[config.mk]
export PLATFORM = sky130hd
export DESIGN_NAME = rs_dispatch_unit_flat
export DESIGN_NICKNAME = d
export VERILOG_FILES = /design/src/rtl/rs_dispatch_unit_pkg.sv /design/src/rtl/rs_dispatch_unit_if.sv /design/src/rtl/rs_dispatch_fifo.sv /design/src/rtl/rs_dispatch_unit.sv /design/src/flat_wrapper.sv
export SDC_FILE = /design/constraint.sdc
export NUM_CORES = 1
export LEC_CHECK = 0
export ABC_AREA = 1
export ABC_CLOCK_PERIOD_IN_PS = 2550
export CAP_MARGIN = 20
export CELL_PAD_IN_SITES_DETAIL_PLACEMENT = 1
export CELL_PAD_IN_SITES_GLOBAL_PLACEMENT = 1
export CORE_MARGIN = 10
export CORE_UTILIZATION = 41
export CTS_BUF_LIST = sky130_fd_sc_hd__clkbuf_2 sky130_fd_sc_hd__clkbuf_4 sky130_fd_sc_hd__clkbuf_8
export DETAILED_ROUTE_END_ITERATION = 7
export PLACE_DENSITY_LB_ADDON = 0.1
export RECOVER_POWER = 50
export SYNTH_ARGS = -nofsm -noshare
export SYNTH_HDL_FRONTEND = slang
export SYNTH_HIERARCHICAL = 1
export SYNTH_SLANG_ARGS = --single-unit
[constraint.sdc]
create_clock -name clk -period 2.55 [get_ports clk]
set_input_delay 0.3825 -clock clk [delete_from_list [all_inputs] [get_ports clk]]
set_output_delay 0.3825 -clock clk [all_outputs]
set_load 0.01 [all_outputs]
[src/rtl/rs_dispatch_unit_pkg.sv]
// Shared types for the reservation-station dispatch path: dispatch/RS entry layouts and helpers.
package rs_dispatch_unit_pkg;

    localparam int unsigned PHY_REG_NUM = 32;
    localparam int unsigned PREG_W      = $clog2(PHY_REG_NUM);
    localparam int unsigned ROB_W       = 6;
    localparam int unsigned WB_WIDTH    = 2;

    typedef logic [PREG_W-1:0] preg_t;

    typedef struct packed {
        logic [3:0] fu_sel;
        logic [3:0] op;
    } OptionCodeSt;

    typedef struct packed {
        logic             valid;
        preg_t            psrc0;
        logic             psrc0_valid;
        preg_t            psrc1;
        logic             psrc1_valid;
        preg_t            pdest;
        logic             pdest_valid;
        logic [ROB_W-1:0] rob_idx;
        logic             position_bit;
    } DispatchInstSt;

    typedef struct packed {
        logic             valid;
        logic             issued;
        logic [ROB_W-1:0] rob_idx;
        logic             position_bit;
        preg_t            psrc0;
        logic             psrc0_ready;
        preg_t            psrc1;
        logic             psrc1_ready;
        preg_t            pdest;
        logic             pdest_valid;
    } RsBaseSt;

    function automatic RsBaseSt dis2rs(DispatchInstSt inst, logic r0, logic r1);
        RsBaseSt rs;
        rs              = '0;
        rs.valid        = 1'b1;
        rs.issued       = 1'b0;
        rs.rob_idx      = inst.rob_idx;
        rs.position_bit = inst.position_bit;
        rs.psrc0        = inst.psrc0;
        rs.psrc0_ready  = r0;
        rs.psrc1        = inst.psrc1;
        rs.psrc1_ready  = r1;
        rs.pdest        = inst.pdest;
        rs.pdest_valid  = inst.pdest_valid;
        return rs;
    endfunction

    function automatic logic wb_hit(logic [WB_WIDTH-1:0] wb, preg_t [WB_WIDTH-1:0] wb_pdest,
                                    preg_t preg);
        logic hit;
        hit = 1'b0;
        for (int i = 0; i < WB_WIDTH; i++) begin
            hit = hit | (wb[i] & (wb_pdest[i] == preg));
        end
        return hit;
    endfunction

endpackage

[src/rtl/rs_dispatch_unit_if.sv]
// RS write bus: per-bank entry, option code and the wr_valid/wr_ready handshake.
interface rs_dispatch_unit_if #(
    parameter int unsigned BANK_NUM    = 2,
    parameter type         OPTION_CODE = rs_dispatch_unit_pkg::OptionCodeSt
);
    rs_dispatch_unit_pkg::RsBaseSt [BANK_NUM-1:0] rs_base;
    OPTION_CODE [BANK_NUM-1:0]                    rs_oc;
    logic [BANK_NUM-1:0]                          wr_valid;
    logic [BANK_NUM-1:0]                          wr_ready;

    modport master (output rs_base, output rs_oc, output wr_valid, input wr_ready);
    modport slave  (input rs_base, input rs_oc, input wr_valid, output wr_ready);
endinterface

[src/rtl/rs_dispatch_fifo.sv]
// Per-bank skid FIFO toward one RS bank; stored entries and the head snoop writeback.
module rs_dispatch_fifo
    import rs_dispatch_unit_pkg::*;
#(
    parameter int unsigned BUF_DEPTH   = 4,
    parameter type         OPTION_CODE = OptionCodeSt
) (
    input  logic                 clk,
    input  logic                 rst,
    input  logic                 flush_i,
    input  logic                 push_i,
    input  RsBaseSt              push_base_i,
    input  OPTION_CODE           push_oc_i,
    input  logic                 wr_ready_i,
    input  logic [WB_WIDTH-1:0]  wb_i,
    input  preg_t [WB_WIDTH-1:0] wb_pdest_i,
    output RsBaseSt              rs_base_o,
    output OPTION_CODE           rs_oc_o,
    output logic                 wr_valid_o,
    output logic                 full_o
);
    localparam int unsigned AW = $clog2(BUF_DEPTH);

    RsBaseSt    ent_q [BUF_DEPTH];
    OPTION_CODE oc_q  [BUF_DEPTH];
    logic [AW:0]   wr_ptr_q, rd_ptr_q;
    logic [AW-1:0] wr_idx, rd_idx;
    logic          empty, pop;
    RsBaseSt       head;

    assign wr_idx     = wr_ptr_q[AW-1:0];
    assign rd_idx     = rd_ptr_q[AW-1:0];
    assign empty      = (wr_ptr_q == rd_ptr_q);
    assign full_o     = (wr_idx == rd_idx) && (wr_ptr_q[AW] != rd_ptr_q[AW]);
    assign pop        = ~empty & wr_ready_i;
    assign wr_valid_o = ~empty;

    always_ff @(posedge clk) begin
        if (rst || flush_i) begin
            wr_ptr_q <= '0;
            rd_ptr_q <= '0;
        end else begin
            if (push_i && !full_o) wr_ptr_q <= wr_ptr_q + (AW+1)'(1);
            if (pop)               rd_ptr_q <= rd_ptr_q + (AW+1)'(1);
        end
    end

    // The pushed slot is always free, so the push write never collides with a live snoop.
    always_ff @(posedge clk) begin
        for (int i = 0; i < BUF_DEPTH; i++) begin
            if (wb_hit(wb_i, wb_pdest_i, ent_q[i].psrc0)) ent_q[i].psrc0_ready <= 1'b1;
            if (wb_hit(wb_i, wb_pdest_i, ent_q[i].psrc1)) ent_q[i].psrc1_ready <= 1'b1;
        end
        if (push_i && !full_o && !flush_i && !rst) begin
            ent_q[wr_idx] <= push_base_i;
            oc_q[wr_idx]  <= push_oc_i;
        end
    end

    always_comb begin
        head             = ent_q[rd_idx];
        head.psrc0_ready = head.psrc0_ready | wb_hit(wb_i, wb_pdest_i, head.psrc0);
        head.psrc1_ready = head.psrc1_ready | wb_hit(wb_i, wb_pdest_i, head.psrc1);
        rs_base_o        = empty ? '0 : head;
        rs_oc_o          = empty ? '0 : oc_q[rd_idx];
    end

endmodule

[src/rtl/rs_dispatch_unit.sv]
// Dispatch producer: busy table, round-robin bank steering and per-bank RS write FIFOs.
module rs_dispatch_unit
    import rs_dispatch_unit_pkg::*;
#(
    parameter int unsigned BANK_NUM    = 2,
    parameter int unsigned BUF_DEPTH   = 4,
    parameter type         OPTION_CODE = OptionCodeSt
) (
    input  logic                         clk,
    input  logic                         rst,
    input  logic                         flush_i,
    input  DispatchInstSt [BANK_NUM-1:0] dis_inst_i,
    input  OPTION_CODE [BANK_NUM-1:0]    dis_oc_i,
    input  logic                         dis_valid_i,
    output logic                         dis_ready_o,
    input  logic [WB_WIDTH-1:0]          wb_i,
    input  preg_t [WB_WIDTH-1:0]         wb_pdest_i,
    rs_dispatch_unit_if.master           rs_wr_io
);
    localparam int unsigned BANK_W = (BANK_NUM > 1) ? $clog2(BANK_NUM) : 1;

    logic [BANK_W-1:0]         rr_ptr_q, rr_ptr_d;
    logic [PHY_REG_NUM-1:0]    busy_q, busy_d;
    logic [PHY_REG_NUM-1:0]    preg_ready;
    logic                      accept;
    logic [BANK_NUM-1:0]       bank_full, bank_push, bank_valid;
    RsBaseSt [BANK_NUM-1:0]    bank_base, bank_out_base;
    OPTION_CODE [BANK_NUM-1:0] bank_oc, bank_out_oc;

    assign dis_ready_o = ~|bank_full;
    assign accept      = dis_valid_i & dis_ready_o;

    always_comb begin
        for (int p = 0; p < PHY_REG_NUM; p++) begin
            preg_ready[p] = ~busy_q[p] | (p == 0) | wb_hit(wb_i, wb_pdest_i, preg_t'(p));
        end
    end

    // k-th valid lane goes to bank (rr + k) % BANK_NUM; earlier lanes' pdest shadow later sources.
    always_comb begin
        int unsigned       k;
        logic [BANK_W-1:0] bank;
        logic              r0, r1;
        bank_push = '0;
        bank_base = '0;
        bank_oc   = '0;
        k         = 0;
        bank      = '0;
        r0        = 1'b0;
        r1        = 1'b0;
        for (int l = 0; l < BANK_NUM; l++) begin
            if (dis_inst_i[l].valid) begin
                bank = BANK_W'((int'(rr_ptr_q) + k) % BANK_NUM);
                r0   = ~dis_inst_i[l].psrc0_valid | preg_ready[dis_inst_i[l].psrc0];
                r1   = ~dis_inst_i[l].psrc1_valid | preg_ready[dis_inst_i[l].psrc1];
                for (int j = 0; j < l; j++) begin
                    if (dis_inst_i[j].valid && dis_inst_i[j].pdest_valid) begin
                        if (dis_inst_i[j].pdest == dis_inst_i[l].psrc0) r0 = 1'b0;
                        if (dis_inst_i[j].pdest == dis_inst_i[l].psrc1) r1 = 1'b0;
                    end
                end
                bank_push[bank] = accept;
                bank_base[bank] = dis2rs(dis_inst_i[l], r0, r1);
                bank_oc[bank]   = dis_oc_i[l];
                k++;
            end
        end
        rr_ptr_d = accept ? BANK_W'((int'(rr_ptr_q) + k) % BANK_NUM) : rr_ptr_q;
    end

    // Allocation is applied after writeback so it wins on the same preg.
    always_comb begin
        busy_d = busy_q;
        for (int w = 0; w < WB_WIDTH; w++) begin
            if (wb_i[w]) busy_d[wb_pdest_i[w]] = 1'b0;
        end
        if (accept) begin
            for (int l = 0; l < BANK_NUM; l++) begin
                if (dis_inst_i[l].valid && dis_inst_i[l].pdest_valid) begin
                    busy_d[dis_inst_i[l].pdest] = 1'b1;
                end
            end
        end
        busy_d[0] = 1'b0;
    end

    always_ff @(posedge clk) begin
        if (rst || flush_i) begin
            busy_q   <= '0;
            rr_ptr_q <= '0;
        end else begin
            busy_q   <= busy_d;
            rr_ptr_q <= rr_ptr_d;
        end
    end

    for (genvar b = 0; b < BANK_NUM; b++) begin : g_bank
        rs_dispatch_fifo #(
            .BUF_DEPTH   (BUF_DEPTH),
            .OPTION_CODE (OPTION_CODE)
        ) u_fifo (
            .clk         (clk),
            .rst         (rst),
            .flush_i     (flush_i),
            .push_i      (bank_push[b]),
            .push_base_i (bank_base[b]),
            .push_oc_i   (bank_oc[b]),
            .wr_ready_i  (rs_wr_io.wr_ready[b]),
            .wb_i        (wb_i),
            .wb_pdest_i  (wb_pdest_i),
            .rs_base_o   (bank_out_base[b]),
            .rs_oc_o     (bank_out_oc[b]),
            .wr_valid_o  (bank_valid[b]),
            .full_o      (bank_full[b])
        );
    end

    assign rs_wr_io.rs_base  = bank_out_base;
    assign rs_wr_io.rs_oc    = bank_out_oc;
    assign rs_wr_io.wr_valid = bank_valid;

endmodule

[src/flat_wrapper.sv]
// flat-port wrapper written by rule: the top's interface ports become plain ports
module rs_dispatch_unit_flat import rs_dispatch_unit_pkg::*;
#(
    parameter int unsigned BANK_NUM    = 2,
    parameter int unsigned BUF_DEPTH   = 4,
    parameter type         OPTION_CODE = OptionCodeSt
)
  (clk, rst, flush_i, dis_inst_i, dis_oc_i, dis_valid_i, dis_ready_o, wb_i, wb_pdest_i, rs_wr_io_rs_base, rs_wr_io_rs_oc, rs_wr_io_wr_valid, rs_wr_io_wr_ready);
  rs_dispatch_unit_if #(.BANK_NUM(BANK_NUM), .OPTION_CODE(OPTION_CODE)) rs_wr_io_i ();
  input  logic clk;
  input  logic rst;
  input  logic flush_i;
  input  DispatchInstSt [BANK_NUM-1:0] dis_inst_i;
  input  OPTION_CODE [BANK_NUM-1:0] dis_oc_i;
  input  logic dis_valid_i;
  output logic dis_ready_o;
  input  logic [WB_WIDTH-1:0] wb_i;
  input  preg_t [WB_WIDTH-1:0] wb_pdest_i;
  output wire logic [$bits(rs_wr_io_i.rs_base)-1:0] rs_wr_io_rs_base;
  output wire logic [$bits(rs_wr_io_i.rs_oc)-1:0] rs_wr_io_rs_oc;
  output wire logic [$bits(rs_wr_io_i.wr_valid)-1:0] rs_wr_io_wr_valid;
  input wire logic [$bits(rs_wr_io_i.wr_ready)-1:0] rs_wr_io_wr_ready;
  assign rs_wr_io_rs_base = rs_wr_io_i.rs_base;
  assign rs_wr_io_rs_oc = rs_wr_io_i.rs_oc;
  assign rs_wr_io_wr_valid = rs_wr_io_i.wr_valid;
  assign rs_wr_io_i.wr_ready = rs_wr_io_wr_ready;
  rs_dispatch_unit #(.BANK_NUM(BANK_NUM), .BUF_DEPTH(BUF_DEPTH), .OPTION_CODE(OPTION_CODE)) u_core (.clk(clk), .rst(rst), .flush_i(flush_i), .dis_inst_i(dis_inst_i), .dis_oc_i(dis_oc_i), .dis_valid_i(dis_valid_i), .dis_ready_o(dis_ready_o), .wb_i(wb_i), .wb_pdest_i(wb_pdest_i), .rs_wr_io(rs_wr_io_i));
endmodule
==> metrics.md <==
| Metric | Value |
|---|---|
| Status | finished with violations |
| Violated checks | negative setup slack |
| Overflow after GRT | 0 |
| Worst-Margin Slew | 0.728 ns |
| Placed cells | 3464 |
| Worst-case vdd ir drop | 505 uV |
| Crit share post-route | 1.08 |
| Sw Ratio | 0.299 |
| R2r startpoint | u_core/g_bank[1].u_fifo/rd_ptr_q[1]$_SDFFE_PP0P_ |
| Clock Latency Late Sink | 0.72 ns |
| Via count | 21800 |
| HPWL Detailed | 65300 um |
| Total clock sinks | 328 |
| HP Start | rs_wr_io_wr_ready[0] |
| Worst Hold Class | input pin to register |
| Crit. End Element | output pin |
| Iteration-0 DRC Markers | 2409 |
| R2r setup slk | -0.18 ns |
| Sequential share of power | 0.419 |
| Placement Setup Slack | -0.640 ns |
| Part of the Yosys area used for sequential elements | 0.476 |
| Post-layout util | 0.572 |
| # IOs | 159 |
| Register bit total from synthesis | 328 |
| Crit-path max cell delay | 0.37 ns |
| Vias in the first global route | 22100 |
| Die height | 237 um |
| Final min period | 2.76 ns |
| Via density | 6.00 |
| Port Buffer Count | 158 |
| Slew HR | 0.509 |
| Initial Utilization | 0.415 |
| Critical path buffer and inverter count | 6 |
| Pin count of the biggest net entering global routing | 47 |
| Synth unique cells | 38 |
| Final hold violation count | 0 |
| CP max FO | 11 |
| P per Cell Area | 532 nW/um2 |
| First-pass GRT wire length | 137000 um |
| Syn_area_per_cell | 7.76 um2 |
| Post-place instance area | 23900 um2 |
| Crit path depth | 11 |
| Hold_ws | 0.475 ns |
| Clk pin slew, worst setup/hold paths | 0.05 ns |
| Synth Warn # | 6 |
| Wire length per cell | 26.8 um |
| # fillers | 5602 |
| Critical setup path kind | register to output pin |
| R2R Path End | u_core/g_bank[1].u_fifo/oc_q[1][0]$_DFFE_PP_ |
| WP data arrival | 2.38 ns |
| Clk_skew | 0.0493 ns |
| Worst setup path end | rs_wr_io_rs_base[6] |
| Critical Path RT | 2.17 ns |
| Peak Freq | 0.362 GHz |
| Drc violations | 0 |
| Setup WS post-layout | -0.214 ns |
| Initial antenna violation count | 0 |
| Total GRT Usage | 0.316 |
| Setup crit start kind | register |
| Total power | 14.2 mW |
| CTS max path bufs | 3 |
| Crit-path leading delay family | buffers and inverters |
| Post-route ant nets | 0 |
| Synthesized area | 19300 um2 |
| Max Cap Viol | 0 |
| Area growth, synth to finish | 37.9% |
| Comb power frac | 0.184 |
| Pins over their slew limit | 0 |
| Total Routed Length | 97100 um |
| RSZ-0062 raised after global routing | yes |
| # diodes | 0 |
| Final setup violation count | 321 |
| Non-Filler Instances | 3630 |
| CTS buffer count | 58 |
| Setup TNS | -34.66 ns |
| Htree depth | 2 |
| Fraction of registers with async set/reset | 0 |
| Rows | 79 |
| Static leakage | 11.4 nW |
| Post-layout instance area | 26700 um2 |
| Top_reg_cell synth | edfxtp_1 |
| CTS root buf | clkbuf_8 |
| Yosys top cell area share | 0.410 |
| Cell chain of the critical path | buf_8 > clkbuf_16 > buf_12 > clkbuf_16 > nand2_1 > o21ai_0 > a21oi_2 > nand3_1 > nand2_1 > inv_1 > buf_2 |
| Drt pass-1 iters | 6 |
| Clock power share | 0.397 |
| Total Die Area | 56200 um2 |
| Cells after synthesis | 2492 |
| Layout cells sized above 1 | 0.231 |
| Total core area | 46600 um2 |
| Nets | 3074 |
| Int Pwr | 9.94 mW |
| EDFF count, synth | 264 |
| NetSw | 4.24 mW |
| Slowest-stage cell, CP | dfxtp_4 |
| # hold bufs at CTS | 0 |
| Die W | 237 um |
| Routability Congestion | 0.985 |
| Synth area leaders | edfxtp_1, nand2_1, nand3_1 |
| Yosys top cell by area | edfxtp_1 |
| Worst R2R Path Depth | 11 |
| CTS tree | built |
[synthesized netlist by cell type (2+ instances only)]
cell	number
a211oi_1	8
a21oi_1	102
a221oi_1	5
buf_1	8
buf_2	46
buf_4	11
buf_6	6
clkbuf_1	43
clkinv_1	16
dfxtp_1	64
edfxtp_1	264
ha_1	14
inv_1	279
inv_2	14
nand2_1	518
nand2_2	9
nand3_1	344
nand3_2	19
nand3b_2	2
nand4_1	6
nor2_1	285
nor2_2	5
nor3_1	15
nor3_2	2
o21ai_0	154
o21ai_1	2
o22ai_1	218
xnor2_1	10
xor2_1	14
[layer usage]
layer / global-route usage / vias up / wire length, um
li1: - / 9511 / -
met1: 0.392 / 10700 / 37900
met2: 0.527 / 1236 / 46100
met3: 0.0503 / 311 / 7890
met4: 0.155 / 0 / 5240
met5: 0 / - / 0
[timing repair]
| action | in CTS | in global routing |
|---|---|---|
| resized for setup | 268 | 238 |
| pin swaps | 17 | 82 |
| setup endpoints to repair | 335 | 338 |
| cloned | 7 | 8 |
| setup buffers | 22 | 23 |
[cell usage in the layout, fill, tap and decap left out, types with 9 or more instances in the layout]
master and n:
edfxtp_1 264, clkbuf_2 14, buf_12 46, nor2_2 24
o21ai_2 13, clkbuf_8 58, clkinv_1 32, inv_1 267
clkdlybuf4s50_1 82, xor2_1 12, nand2_2 42, a21oi_1 99
buf_4 284, buf_6 34, o21ai_0 118, nand2_1 483
o22ai_1 203, dlygate4sd2_1 21, nor2_1 262, o21ai_1 21
nand3_1 325, o22ai_2 15, inv_2 17, clkbuf_4 12
clkinv_2 9, buf_2 10, nand3_2 32, dfxtp_1 50
nor3_1 15, ha_1 14
[worst reg2reg max path: stages (launching register included)]
cell     delay, ns
dfxtp_1       0.40
xnor2_1       0.16
nand3_1       0.19
inv_1         0.14
nor2_1        0.17
nand2_1       0.19
a21oi_1       0.33
nand2_2       0.14
nor2_2        0.19
nand2_1       0.14
inv_2         0.19
buf_12        0.19
[logic make-up after synthesis]
family / after synthesis / share of synthesized area
flip-flops: 328 / 0.476
other: 1 / 0.000194
buffers and inverters: 424 / 0.0903
adder cells (fa/ha/maj): 14 / 0.00906
AND/OR/NAND/NOR: 1209 / 0.269
AO/OA/AOI/OAI: 492 / 0.144
XOR/XNOR: 24 / 0.0109
[flip-flops by register name (all words and copies together), names as in the netlist, named ones only]
name                           cells
u_core/rr_ptr_q                    1
u_core/busy_q                     31
u_core/g_bank.u_fifo/wr_ptr_q      6
u_core/g_bank.u_fifo/rd_ptr_q      6
u_core/g_bank.u_fifo/oc_q         64
u_core/g_bank.u_fifo/ent_q       216
[power by group through the flow]
stage | Sequential (mW) | Clock [mW] | Combinational (mW)
floorplan | 6.03 | 0 | 1.05
global placement | 6.04 | 0 | 2.26
detailed placement | 6.05 | 0 | 2.31
CTS | 5.94 | 5.60 | 2.41
global route | 5.95 | 5.88 | 2.74
finish | 5.94 | 5.63 | 2.61
[worst min-delay path by stage]
| stage | to | cells past startpoint |
|---|---|---|
| after global placement | u_core/g_bank[1].u_fifo/rd_ptr_q[2]$_SDFFE_PP0P_ | 2 |
| final | u_core/g_bank[0].u_fifo/rd_ptr_q[1]$_SDFFE_PP0P_ | 4 |
| after floorplan | u_core/g_bank[0].u_fifo/ent_q[2][6]$_DFF_P_ | 2 |
| after CTS | u_core/g_bank[0].u_fifo/rd_ptr_q[2]$_SDFFE_PP0P_ | 5 |
| after detailed placement | u_core/g_bank[1].u_fifo/ent_q[1][12]$_DFF_P_ | 2 |
| after global routing | u_core/g_bank[0].u_fifo/rd_ptr_q[2]$_SDFFE_PP0P_ | 2 |
[final cells by class]
cell class	count	area [um2]	area share
Multi-Input combinational cell	1747	8990	0.337
Inverter	309	1200	0.0450
Clock inverter	39	389	0.0146
Timing Repair Buffer	528	5150	0.193
Tap cell	607	759	0.0285
Timing Repair inverter	2	25.0	0.000939
Clock buffer	70	888	0.0333
Sequential cell	328	9240	0.347
Power figures use the tool's default switching activity.
